**src/rtl/hdmi_period_scheduler_pkg.sv**
```systemverilog
`default_nettype none
// ============================================================================
// Package  : hdmi_sched_pkg
// Brief    : Shared types and period lengths for hdmi_period_scheduler.
// Revision : 1.0 - initial release
// ============================================================================
package hdmi_sched_pkg;

    typedef enum logic [2:0] {
        CTRL   = 3'd0,
        VIDEO  = 3'd1,
        VGUARD = 3'd2,
        ISLAND = 3'd3,
        IGUARD = 3'd4
    } mode_t;

    typedef enum logic [1:0] {
        UNLOCKED = 2'd0,
        ARMED    = 2'd1,
        LOCKED   = 2'd2
    } lock_state_t;

    localparam int PREAMBLE_LEN    = 8;
    localparam int GUARD_LEN       = 2;
    localparam int PACKET_LEN      = 32;
    localparam int ISLAND_OVERHEAD = 36;

    localparam logic [3:0] c_ctrl_island_pre = 4'b0101;
    localparam logic [3:0] c_ctrl_video_pre  = 4'b0001;

endpackage
`default_nettype wire

```
**src/rtl/hdmi_period_scheduler_if.sv**
```systemverilog
`default_nettype none
// ============================================================================
// Interface : hdmi_period_scheduler_if
// Brief     : Packet-source handshake: pending count in, slot strobes out.
// Revision  : 1.0 - initial release
// ============================================================================
interface hdmi_period_scheduler_if;
    logic [4:0] pending_count;
    logic       packet_enable;
    logic       island_active;

    modport master (
        input  pending_count,
        output packet_enable,
        output island_active
    );

    modport slave (
        output pending_count,
        input  packet_enable,
        input  island_active
    );
endinterface
`default_nettype wire

```
**src/rtl/hdmi_period_scheduler_sync_lock.sv**
```systemverilog
`default_nettype none
// ============================================================================
// Module   : hdmi_sync_lock
// Brief    : Aligns the pixel counters to an external DE stream and tracks lock.
// Revision : 1.0 - initial release
// ============================================================================
module hdmi_sync_lock
    import hdmi_sched_pkg::*;
#(
    parameter int BIT_WIDTH  = 12,
    parameter int BIT_HEIGHT = 11
) (
    input  wire                  clk_pixel,
    input  wire                  reset,
    input  wire                  sync_active,
    input  wire                  den_in,
    input  wire [BIT_WIDTH-1:0]  cx,
    input  wire [BIT_HEIGHT-1:0] cy,
    input  wire [BIT_WIDTH-1:0]  frame_width,
    input  wire [BIT_HEIGHT-1:0] screen_height,
    output logic                 reload,
    output logic                 locked
);

    lock_state_t r_state;
    logic        r_den_d;
    logic        r_miss;
    logic        w_rise;
    logic        w_aligned;

    assign w_rise    = den_in && !r_den_d;
    assign w_aligned = (cx == frame_width - BIT_WIDTH'(1));
    assign reload    = (r_state == ARMED) && w_rise;

    // A single misaligned DE edge is tolerated; the second in a row drops lock.
    always_ff @(posedge clk_pixel) begin
        if (reset) begin
            r_state <= UNLOCKED;
            r_den_d <= 1'b0;
            r_miss  <= 1'b0;
            locked  <= 1'b0;
        end else begin
            r_den_d <= den_in;
            case (r_state)
                UNLOCKED: if (sync_active) r_state <= ARMED;
                ARMED: if (w_rise) begin
                    r_state <= LOCKED;
                    locked  <= 1'b1;
                    r_miss  <= 1'b0;
                end
                LOCKED: if (w_rise && (cy < screen_height)) begin
                    if (w_aligned) begin
                        r_miss <= 1'b0;
                    end else if (r_miss) begin
                        r_state <= UNLOCKED;
                        locked  <= 1'b0;
                        r_miss  <= 1'b0;
                    end else begin
                        r_miss <= 1'b1;
                    end
                end
                default: r_state <= UNLOCKED;
            endcase
        end
    end

endmodule
`default_nettype wire

```
**src/rtl/hdmi_period_scheduler.sv**
```systemverilog
`default_nettype none
// ============================================================================
// Module   : hdmi_period_scheduler
// Brief    : Pixel counters and HDMI period classification with per-line island
//            sizing; define HDMI_SCHED_LOCK_EN to lock counters to external DE.
// Revision : 1.0 - initial release
// ============================================================================
module hdmi_period_scheduler
    import hdmi_sched_pkg::*;
#(
    parameter int BIT_WIDTH   = 12,
    parameter int BIT_HEIGHT  = 11,
    parameter int MAX_PACKETS = 18
) (
    input  wire                     clk_pixel,
    input  wire                     reset,
    input  wire  [BIT_WIDTH-1:0]    frame_width,
    input  wire  [BIT_WIDTH-1:0]    screen_width,
    input  wire  [BIT_HEIGHT-1:0]   frame_height,
    input  wire  [BIT_HEIGHT-1:0]   screen_height,
    input  wire                     sync_invert,
    input  wire                     hsync_in,
    input  wire                     vsync_in,
    input  wire                     den_in,
    input  wire                     hdmi_en,
    hdmi_period_scheduler_if.master pkt,
    output logic [BIT_WIDTH-1:0]    cx,
    output logic [BIT_HEIGHT-1:0]   cy,
    output logic [2:0]              mode,
    output logic [3:0]              ctrl,
    output logic                    hsync_out,
    output logic                    vsync_out,
    output logic                    locked
);

    // Two spare bits so x - S wraps far above any island offset when x < S.
    localparam int c_ew  = BIT_WIDTH + 2;
    localparam int c_isl = PREAMBLE_LEN + GUARD_LEN;

    logic [4:0]      r_n_max, r_n_line, w_n_max, w_n_line;
    logic [c_ew-1:0] w_spare, w_cap, w_x, w_fw, w_rel, w_len;
    logic            w_reload, w_island_on, w_vline;
    logic            w_in_pre, w_in_guard, w_in_island, w_in_vguard, w_in_vpre;
    mode_t           w_mode;
    logic [3:0]      w_ctrl;

    assign w_spare  = c_ew'(frame_width) - c_ew'(screen_width) - c_ew'(ISLAND_OVERHEAD);
    assign w_cap    = w_spare[c_ew-1] ? '0 : (w_spare >> $clog2(PACKET_LEN));
    assign w_n_max  = (w_cap > c_ew'(MAX_PACKETS)) ? 5'(MAX_PACKETS) : w_cap[4:0];
    assign w_n_line = (pkt.pending_count < r_n_max) ? pkt.pending_count : r_n_max;

    assign w_x   = c_ew'(cx);
    assign w_fw  = c_ew'(frame_width);
    assign w_rel = w_x - c_ew'(screen_width);
    assign w_len = c_ew'(r_n_line) << $clog2(PACKET_LEN);

    assign w_island_on = hdmi_en && (r_n_line != 5'd0);
    assign w_in_pre    = w_island_on && (w_rel < c_ew'(PREAMBLE_LEN));
    assign w_in_island = w_island_on && (w_rel >= c_ew'(c_isl)) && (w_rel < c_ew'(c_isl) + w_len);
    assign w_in_guard  = w_island_on &&
                         (((w_rel >= c_ew'(PREAMBLE_LEN)) && (w_rel < c_ew'(c_isl))) ||
                          ((w_rel >= c_ew'(c_isl) + w_len) && (w_rel < c_ew'(c_isl + GUARD_LEN) + w_len)));

    assign w_vline     = (cy < screen_height) || (cy == frame_height - BIT_HEIGHT'(1));
    assign w_in_vguard = hdmi_en && w_vline && (w_x + c_ew'(GUARD_LEN) >= w_fw);
    assign w_in_vpre   = hdmi_en && w_vline && (w_x + c_ew'(c_isl) >= w_fw) && !w_in_vguard;

    always_comb begin
        w_mode = den_in ? VIDEO : CTRL;
        w_ctrl = 4'b0000;
        if (w_in_guard)        w_mode = IGUARD;
        else if (w_in_island)  w_mode = ISLAND;
        else if (w_in_vguard)  w_mode = VGUARD;
        if (w_mode == CTRL) begin
            if (w_in_pre)       w_ctrl = c_ctrl_island_pre;
            else if (w_in_vpre) w_ctrl = c_ctrl_video_pre;
        end
    end

`ifdef HDMI_SCHED_LOCK_EN
    logic w_sync_active;
    assign w_sync_active = (hsync_in ^ sync_invert) && (vsync_in ^ sync_invert);

    hdmi_sync_lock #(
        .BIT_WIDTH  (BIT_WIDTH),
        .BIT_HEIGHT (BIT_HEIGHT)
    ) u_sync_lock (
        .clk_pixel     (clk_pixel),
        .reset         (reset),
        .sync_active   (w_sync_active),
        .den_in        (den_in),
        .cx            (cx),
        .cy            (cy),
        .frame_width   (frame_width),
        .screen_height (screen_height),
        .reload        (w_reload),
        .locked        (locked)
    );
`else
    logic w_unused_sync;
    assign w_unused_sync = sync_invert;
    assign w_reload      = 1'b0;
    assign locked        = 1'b1;
`endif

    always_ff @(posedge clk_pixel) begin
        if (reset) begin
            cx                <= '0;
            cy                <= '0;
            mode              <= CTRL;
            ctrl              <= 4'b0000;
            hsync_out         <= 1'b0;
            vsync_out         <= 1'b0;
            pkt.packet_enable <= 1'b0;
            pkt.island_active <= 1'b0;
            r_n_line          <= 5'd0;
            r_n_max           <= w_n_max;
        end else begin
            if (w_reload) begin
                cx <= '0;
                cy <= '0;
            end else if (cx == frame_width - BIT_WIDTH'(1)) begin
                cx <= '0;
                cy <= (cy == frame_height - BIT_HEIGHT'(1)) ? '0 : cy + BIT_HEIGHT'(1);
            end else begin
                cx <= cx + BIT_WIDTH'(1);
            end
            if (cx == screen_width - BIT_WIDTH'(1)) r_n_line <= w_n_line;
            if ((cx == '0) && (cy == '0))           r_n_max  <= w_n_max;
            hsync_out         <= hsync_in;
            vsync_out         <= vsync_in;
            mode              <= w_mode;
            ctrl              <= w_ctrl;
            pkt.packet_enable <= w_in_island && (w_rel[4:0] == 5'(c_isl % PACKET_LEN));
            pkt.island_active <= w_in_island;
        end
    end

endmodule
`default_nettype wire
```
**src/flat_wrapper.sv**
```systemverilog
// flat-port wrapper written by rule: the top's interface ports become plain ports
module hdmi_period_scheduler_flat import hdmi_sched_pkg::*;
#(
    parameter int BIT_WIDTH   = 12,
    parameter int BIT_HEIGHT  = 11,
    parameter int MAX_PACKETS = 18
)
  (clk_pixel, reset, frame_width, screen_width, frame_height, screen_height, sync_invert, hsync_in, vsync_in, den_in, hdmi_en, cx, cy, mode, ctrl, hsync_out, vsync_out, locked, pkt_pending_count, pkt_packet_enable, pkt_island_active);
  hdmi_period_scheduler_if pkt_i ();
  input  wire clk_pixel;
  input  wire reset;
  input  wire  [BIT_WIDTH-1:0] frame_width;
  input  wire  [BIT_WIDTH-1:0] screen_width;
  input  wire  [BIT_HEIGHT-1:0] frame_height;
  input  wire  [BIT_HEIGHT-1:0] screen_height;
  input  wire sync_invert;
  input  wire hsync_in;
  input  wire vsync_in;
  input  wire den_in;
  input  wire hdmi_en;
  output logic [BIT_WIDTH-1:0] cx;
  output logic [BIT_HEIGHT-1:0] cy;
  output logic [2:0] mode;
  output logic [3:0] ctrl;
  output logic hsync_out;
  output logic vsync_out;
  output logic locked;
  input wire logic [$bits(pkt_i.pending_count)-1:0] pkt_pending_count;
  output wire logic [$bits(pkt_i.packet_enable)-1:0] pkt_packet_enable;
  output wire logic [$bits(pkt_i.island_active)-1:0] pkt_island_active;
  assign pkt_i.pending_count = pkt_pending_count;
  assign pkt_packet_enable = pkt_i.packet_enable;
  assign pkt_island_active = pkt_i.island_active;
  hdmi_period_scheduler #(.BIT_WIDTH(BIT_WIDTH), .BIT_HEIGHT(BIT_HEIGHT), .MAX_PACKETS(MAX_PACKETS)) u_core (.clk_pixel(clk_pixel), .reset(reset), .frame_width(frame_width), .screen_width(screen_width), .frame_height(frame_height), .screen_height(screen_height), .sync_invert(sync_invert), .hsync_in(hsync_in), .vsync_in(vsync_in), .den_in(den_in), .hdmi_en(hdmi_en), .pkt(pkt_i), .cx(cx), .cy(cy), .mode(mode), .ctrl(ctrl), .hsync_out(hsync_out), .vsync_out(vsync_out), .locked(locked));
endmodule
```
**config.mk**
```make
export PLATFORM = sky130hd
export DESIGN_NAME = hdmi_period_scheduler_flat
export DESIGN_NICKNAME = d
export VERILOG_FILES = /design/src/rtl/hdmi_period_scheduler_pkg.sv /design/src/rtl/hdmi_period_scheduler_if.sv /design/src/rtl/hdmi_period_scheduler_sync_lock.sv /design/src/rtl/hdmi_period_scheduler.sv /design/src/flat_wrapper.sv
export SDC_FILE = /design/constraint.sdc
export NUM_CORES = 1
export LEC_CHECK = 0
export CORE_MARGIN = 1.5
export CORE_UTILIZATION = 50
export CTS_CLUSTER_SIZE = 40
export DETAILED_ROUTE_END_ITERATION = 7
export PLACE_DENSITY = 0.87
export SLEW_MARGIN = 0
export SYNTH_ARGS = -nofsm -noshare
export SYNTH_HDL_FRONTEND = slang
export SYNTH_SLANG_ARGS = --single-unit
```
**constraint.sdc**
```tcl
create_clock -name clk_pixel -period 6.7 [get_ports clk_pixel]
set_input_delay 1.005 -clock clk_pixel [delete_from_list [all_inputs] [get_ports clk_pixel]]
set_output_delay 1.005 -clock clk_pixel [all_outputs]
set_load 0.01 [all_outputs]
```
==> results of run 1 <==
## synth_stat cells, types with 3 or more instances
cell / n / share of area
ha_1: 71 / 0.16
nor2_1: 70 / 0.048
inv_1: 59 / 0.040
xnor2_1: 51 / 0.082
xor2_1: 42 / 0.067
nand2_1: 40 / 0.027
dfxtp_1: 37 / 0.14
a21oi_1: 30 / 0.027
nand3_1: 27 / 0.025
o21ai_0: 22 / 0.020
nor3_1: 21 / 0.019
nand4_1: 16 / 0.018
a21o_1: 13 / 0.018
clkbuf_1: 12 / 0.0082
nor4_1: 12 / 0.014
o21a_1: 11 / 0.015
and2_1: 10 / 0.011
nor2b_1: 10 / 0.011
and3_1: 9 / 0.010
o211ai_1: 9 / 0.012
mux2i_1: 8 / 0.015
nand2b_1: 8 / 0.0092
a31oi_1: 7 / 0.0080
a211oi_1: 6 / 0.0082
or3_1: 6 / 0.0069
a21boi_0: 5 / 0.0069
edfxtp_1: 5 / 0.027
mux2_2: 5 / 0.010
o31ai_1: 5 / 0.0069
a2111oi_0: 4 / 0.0064
and4_1: 4 / 0.0064
buf_2: 4 / 0.0037
buf_4: 4 / 0.0055
a22oi_1: 3 / 0.0041
buf_1: 3 / 0.0021
or2_2: 3 / 0.0034
or4b_1: 3 / 0.0055
## cell type report
class / instances / share of cell area
Clock inverter: 3 / 0.003656
Tap cell: 140 / 0.02694
Inverter: 59 / 0.03406
Multi-Input combinational cell: 581 / 0.6511
Sequential cell: 42 / 0.1370
Timing Repair Buffer: 89 / 0.1366
Clock buffer: 5 / 0.01058
## power groups by stage
stage	Sequential, W	Clock [W]	Combinational [W]
CTS	0.000271	0.000176	0.000275
floorplan	0.000275	0	0.000184
global route	0.000272	0.000189	0.000306
global placement	0.000277	0	0.000266
detailed placement	0.000277	0	0.000273
finish	0.000271	0.000173	0.000277
## registers in the layout, summed over array words and instances, names as in the netlist
name	flops
u_core.cx	12
u_core.cy	11
u_core.r_n_line	5
u_core.r_n_max	5
u_core.mode	3
u_core.ctrl	2
u_core.hsync_out	1
u_core.pkt.island_active	1
u_core.pkt.packet_enable	1
u_core.vsync_out	1
## worst paths after layout
check,from,endpoint,slack [ns],cells past startpoint
max,screen_width[4],u_core.ctrl[2],2.15,17
min,u_core.r_n_line[2],u_core.r_n_line[2],0.51,2
max reg2reg,u_core.cx[1],u_core.ctrl[2],2.86,15
min reg2reg,u_core.r_n_line[2],u_core.r_n_line[2],0.51,2
## kinds of logic (layout without fill, tap and decap cells)
group	Yosys count	count (layout)
and+or+nand+nor	251	251
AOI/OAI and AO/OA	149	149
xor gates and xnor gates	93	93
buffers and inverters	84	156
adders and majority gates	72	72
DFF	42	42
muxes	13	13
other	2	3
## metal layers
| layer | wire (um) | vias up | GRT usage | share of wire |
|---|---|---|---|---|
| li1 | - | 2663 | - | - |
| met1 | 6269 | 2495 | 0.3087 | 0.45 |
| met2 | 6796 | 149 | 0.4322 | 0.48 |
| met3 | 719 | 21 | 0.03269 | 0.051 |
| met4 | 284 | 0 | 0.06861 | 0.020 |
| met5 | 0 | - | 0 | 0 |
## per-stage QoR
| stage | cell area, um^2 | worst slack (ns) | power [W] | hold WS (ns) |
|---|---|---|---|---|
| floorplan | 5473 | 2.705 | 0.0004588 | 0.4633 |
| global placement | 6410 | 1.907 | 0.0005427 | 0.4775 |
| detailed placement | 6410 | 1.864 | 0.0005500 | 0.4876 |
| CTS | 6502 | 2.189 | 0.0007217 | 0.5074 |
| global route | 6502 | 1.960 | 0.0007672 | 0.5412 |
| finish | 6502 | 2.147 | 0.0007209 | 0.5071 |
## worst register-to-register path, delay by kind of cell (launching register included)
kind	cells	cell delay [ns]
compound gates	7	1.23
simple gates	4	0.76
buf+inv	2	0.34
fa+ha+maj	2	0.80
flops	1	0.63
==> results.ini, run 1 <==
[clock_tree]
ctsHoldBuffers=0
ctsLongestPathBuffers=2
cts_sinks=42
postCtsSetupBuffers=0
root_buffer=clkbuf_8
cts_htree_levels=2
cts_resized=0
clk_pin_slew_ns=0.09
clock_latency_ns=0.31
cts_tree=yes
cts_buffers=5

[power_and_ir_drop]
power_density_mw_per_mm2=110.9
p_int_w=0.0004691
p_seq_frac=0.376
p_comb_frac=0.384
clock_power_share=0.240
ir_drop_mv=0.07320
p_sw_frac=0.3493
p_sw_w=0.0002518
leakage_nw=2.793

[layout]
layout_commonest_cell=clkdlybuf4s50_1
finalNonFillerCells=919
ff_latch_area_um2=890.9
final_nets=908
layout-drive-gt1-share=0.03851
nFillCells=1004
antennaDiodeCount=0
multiInputGateArea_mm2=0.004234
post-route-util=0.6051
area_growth_pct=18.90
final_cell_mix=88 x clkdlybuf4s50_1, 71 x ha_1, 70 x nor2_1

[routing]
drt-total-wl_mm=14.07
first_pass_iters=6
drc=0
routedWlPerCell_um=15.31
initialDrtViolationCount=345
routed_via_density=5.798
ant_nets=0
vias=5328

[placed_design]
dp_hpwl_mm=11.40
place_congestion=0.9981
dp_cells=911
io_buffers=88

[setup_path]
critPathLaunchType=input pin
critPathArrivalTime_ns=4.77
critPathMostFrequentCell=a21o_1
end_kind=flip-flop
path_delay_family=compound AO/OA/AOI/OAI gates
path_buf_inv=3
crit_path_cell_trace=clkdlybuf4s50_1, inv_1, ha_1, a21o_1, or3_1, o22a_1, xnor2_1, inv_1, ha_1, a21o_1, a21o_1, a21o_1, nor3_1, nand4_1, o41ai_1, a21o_1, and4bb_2
max_stage_delay_ns=0.53
crit_fanout=7
crit_required_ns=6.91
crit_type=in2reg
crit_slowest_cell=clkdlybuf4s50_1

[sta]
rsz0062_at_grt=false
worst_clock_skew_ns=0.007747
maxSlewViolCount=0
min_period_ns=4.553
maxSlewHeadroom=0.4623
worstMarginPinSlew_ns=0.8066
hold_viol=0
fmax_ghz=0.2196
finalSetupViolCount=0
fin_crit_sh=0.6795
setup_tns_ns=0

[synthesis]
synth_seq_area_share=0.1629
yosys.area_share.adder=0.1661
ys_ff_latch=42
syn_area_mm2=0.005469
synth-compound-area-share=0.1938
synth_xor_area_frac=0.1489
synth_flop_cell=dfxtp_1
ys_types=79
ys_warn_count=0
async_reset_ff_frac=0
synth_edf_count=5
avgSynthCellArea_um2=7.746
synthMuxAreaShare=0.02494
postSynthCellCount=706
synth_top_family_by_area=simple AND/OR/NAND/NOR gates
synth_simple_gate_area_frac=0.2384

[floorplan]
rows=38
start_util=0.5090
die_x_um=107.6
dieArea_mm2=0.01157
chipHeight_um=107.6
core-area_mm2=0.01075
io_pins=93

[min_path]
hold_class=reg2reg

[grt]
grt_max_degree=16
grt_pass1_vias=4932
grt_pass1_wl_mm=22.88
antenna_found_initial=0
grt_usage=0.2443
overflow=0

[status]
status=finished clean

[job]
maxCapViolCount=0

No activity file was read; power rests on OpenSTA's default activity.
==> run 2: changes to the inputs <==
clock period = 4.4 ns   (was 6.7 ns; I/O delays follow)
==> results.ini, run 2 (synthesized netlist as in run 1, its figures left out) <==
[power_and_ir_drop]
p_sw_w=0.0003841
power_density_mw_per_mm2=166.8
p_sw_frac=0.3489
leakage_nw=2.857
total_power_w=0.001101
ir_drop_mv=0.1134
p_seq_frac=0.372
clock_power_share=0.237
p_comb_frac=0.391
p_int_w=0.0007168

[sta]
finalSetupViolCount=0
maxSlewViolCount=0
worstMarginPinSlew_ns=0.7460
min_period_ns=4.026
hold_viol=0
maxSlewHeadroom=0.4898
fin_crit_sh=0.9149
worst_clock_skew_ns=0.005547
hold_ws_ns=0.5126
setup_tns_ns=0
fmax_ghz=0.2484
rsz0062_at_grt=false

[floorplan]
start_util=0.5090
dieArea_mm2=0.01157
io_pins=93
core-area_mm2=0.01075
chipHeight_um=107.6
rows=38
die_x_um=107.6

[setup_path]
rr_startpoint=u_core.cx[0]
regToRegEndpoint=u_core.ctrl[2]
crit_required_ns=4.60
end_kind=flip-flop
crit_type=in2reg
cp-startpoint=screen_width[4]
critPathArrivalTime_ns=4.23
r2r_cells=16
critPathLaunchType=input pin
crit_fanout=3
rrSetupSlack_ns=0.67

[routing]
drt-total-wl_mm=14.22
ant_nets=0
first_pass_iters=4
drc=0
routedWlPerCell_um=15.26
routed_via_density=5.802
vias=5407
initialDrtViolationCount=288

[grt]
grt_usage=0.2485
grt_pass1_wl_mm=23.22
overflow=0
grt_pass1_vias=5099
grt_max_degree=16
antenna_found_initial=0

[layout]
reg.largest.list=u_core.cx: 12 flops, u_core.cy: 11 flops
largest_register_ffs=12
top_register=u_core.cx
area_growth_pct=20.66
layout_commonest_cell=clkdlybuf4s50_1
final_nets=921
nFillCells=944
antennaDiodeCount=0
final_cell_mix=88 x clkdlybuf4s50_1, 71 x ha_1, 70 x nor2_1
layout-drive-gt1-share=0.05429
post-route-util=0.6141

[clock_tree]
clock_latency_ns=0.30
ctsHoldBuffers=0
cts_resized=0
cts_tree=yes
root_buffer=clkbuf_8
cts_htree_levels=2
postCtsSetupBuffers=0
cts_sinks=42
clk_pin_slew_ns=0.09
ctsLongestPathBuffers=2
cts_buffers=5

[min_path]
hold-path-cell-count=2
hold_path_end=u_core.r_n_line[0]
min_from=u_core.r_n_line[0]
hold_class=reg2reg

[placed_design]
place_congestion=0.9770
dp_hpwl_mm=11.71
io_buffers=88

[status]
status=finished clean

[job]
maxCapViolCount=0

run 2: changes by cell type in the layout (fill, tap and decap cells not counted), sizes merged:
cell | before | now
clkinvlp | 0 | 1
buf | 1 | 14
clkinv | 1 | 0
run 2: cell type report:
cell class                 count  area [um^2]  area share
tap                          140        175.2     0.02655
clock inverter                 3        22.52    0.003413
timing repair buffer         102        985.9      0.1494
inverter                      59        221.5     0.03356
clock buffer                   5        68.82     0.01043
multi-input combinational    581         4234      0.6416
sequential                    42        890.9      0.1350
run 2: per-stage QoR:
step,setup WS (ns),area [um^2],cells
floorplan,0.7503,5473,707
global placement,0.1479,6507,924
detailed placement,0.06180,6507,924
CTS,0.3847,6599,932
global route,0.1209,6599,932
finish,0.3744,6599,932
run 2: worst max-delay path, cell delays in order:
cell and delay (ns):
clkdlybuf4s50_1 0.53, inv_1 0.10, ha_1 0.32, a21o_1 0.17
or3_1 0.30, o22a_1 0.23, xnor2_1 0.19, inv_1 0.07
ha_1 0.28, a21o_1 0.16, a21o_1 0.17, a21o_1 0.18
nor3_1 0.18, nand4_1 0.14, o41ai_1 0.11, a21o_1 0.20
and4bb_2 0.23
run 2: worst max-delay path by stage:
| stage | end | cells after the start |
|---|---|---|
| 4_1_cts | u_core.ctrl[0] | 17 |
| 3_3_place_gp | u_core.ctrl[2] | 17 |
| 6_report | u_core.ctrl[2] | 17 |
| 2_1_floorplan | u_core.ctrl[2] | 16 |
| 5_1_grt | u_core.ctrl[0] | 17 |
| 3_5_place_dp | u_core.ctrl[0] | 17 |
run 2: routing by layer:
| layer | up-vias | share of wire | GRT usage | wire (um) |
|---|---|---|---|---|
| li1 | 2702 | - | - | - |
| met1 | 2480 | 0.44 | 0.3126 | 6231 |
| met2 | 179 | 0.47 | 0.4217 | 6704 |
| met3 | 46 | 0.058 | 0.04540 | 829 |
| met4 | 0 | 0.032 | 0.09211 | 454 |
| met5 | - | 0 | 0 | 0 |
run 2: power groups by stage:
stage,sequential [W],clock (W),combinational [W]
6_report,0.000409,0.000261,0.000431
5_1_grt,0.000411,0.000283,0.000479
4_1_cts,0.000409,0.000266,0.000429
3_5_place_dp,0.000418,0,0.000426
3_3_place_gp,0.000418,0,0.000414
2_1_floorplan,0.000418,0,0.000281
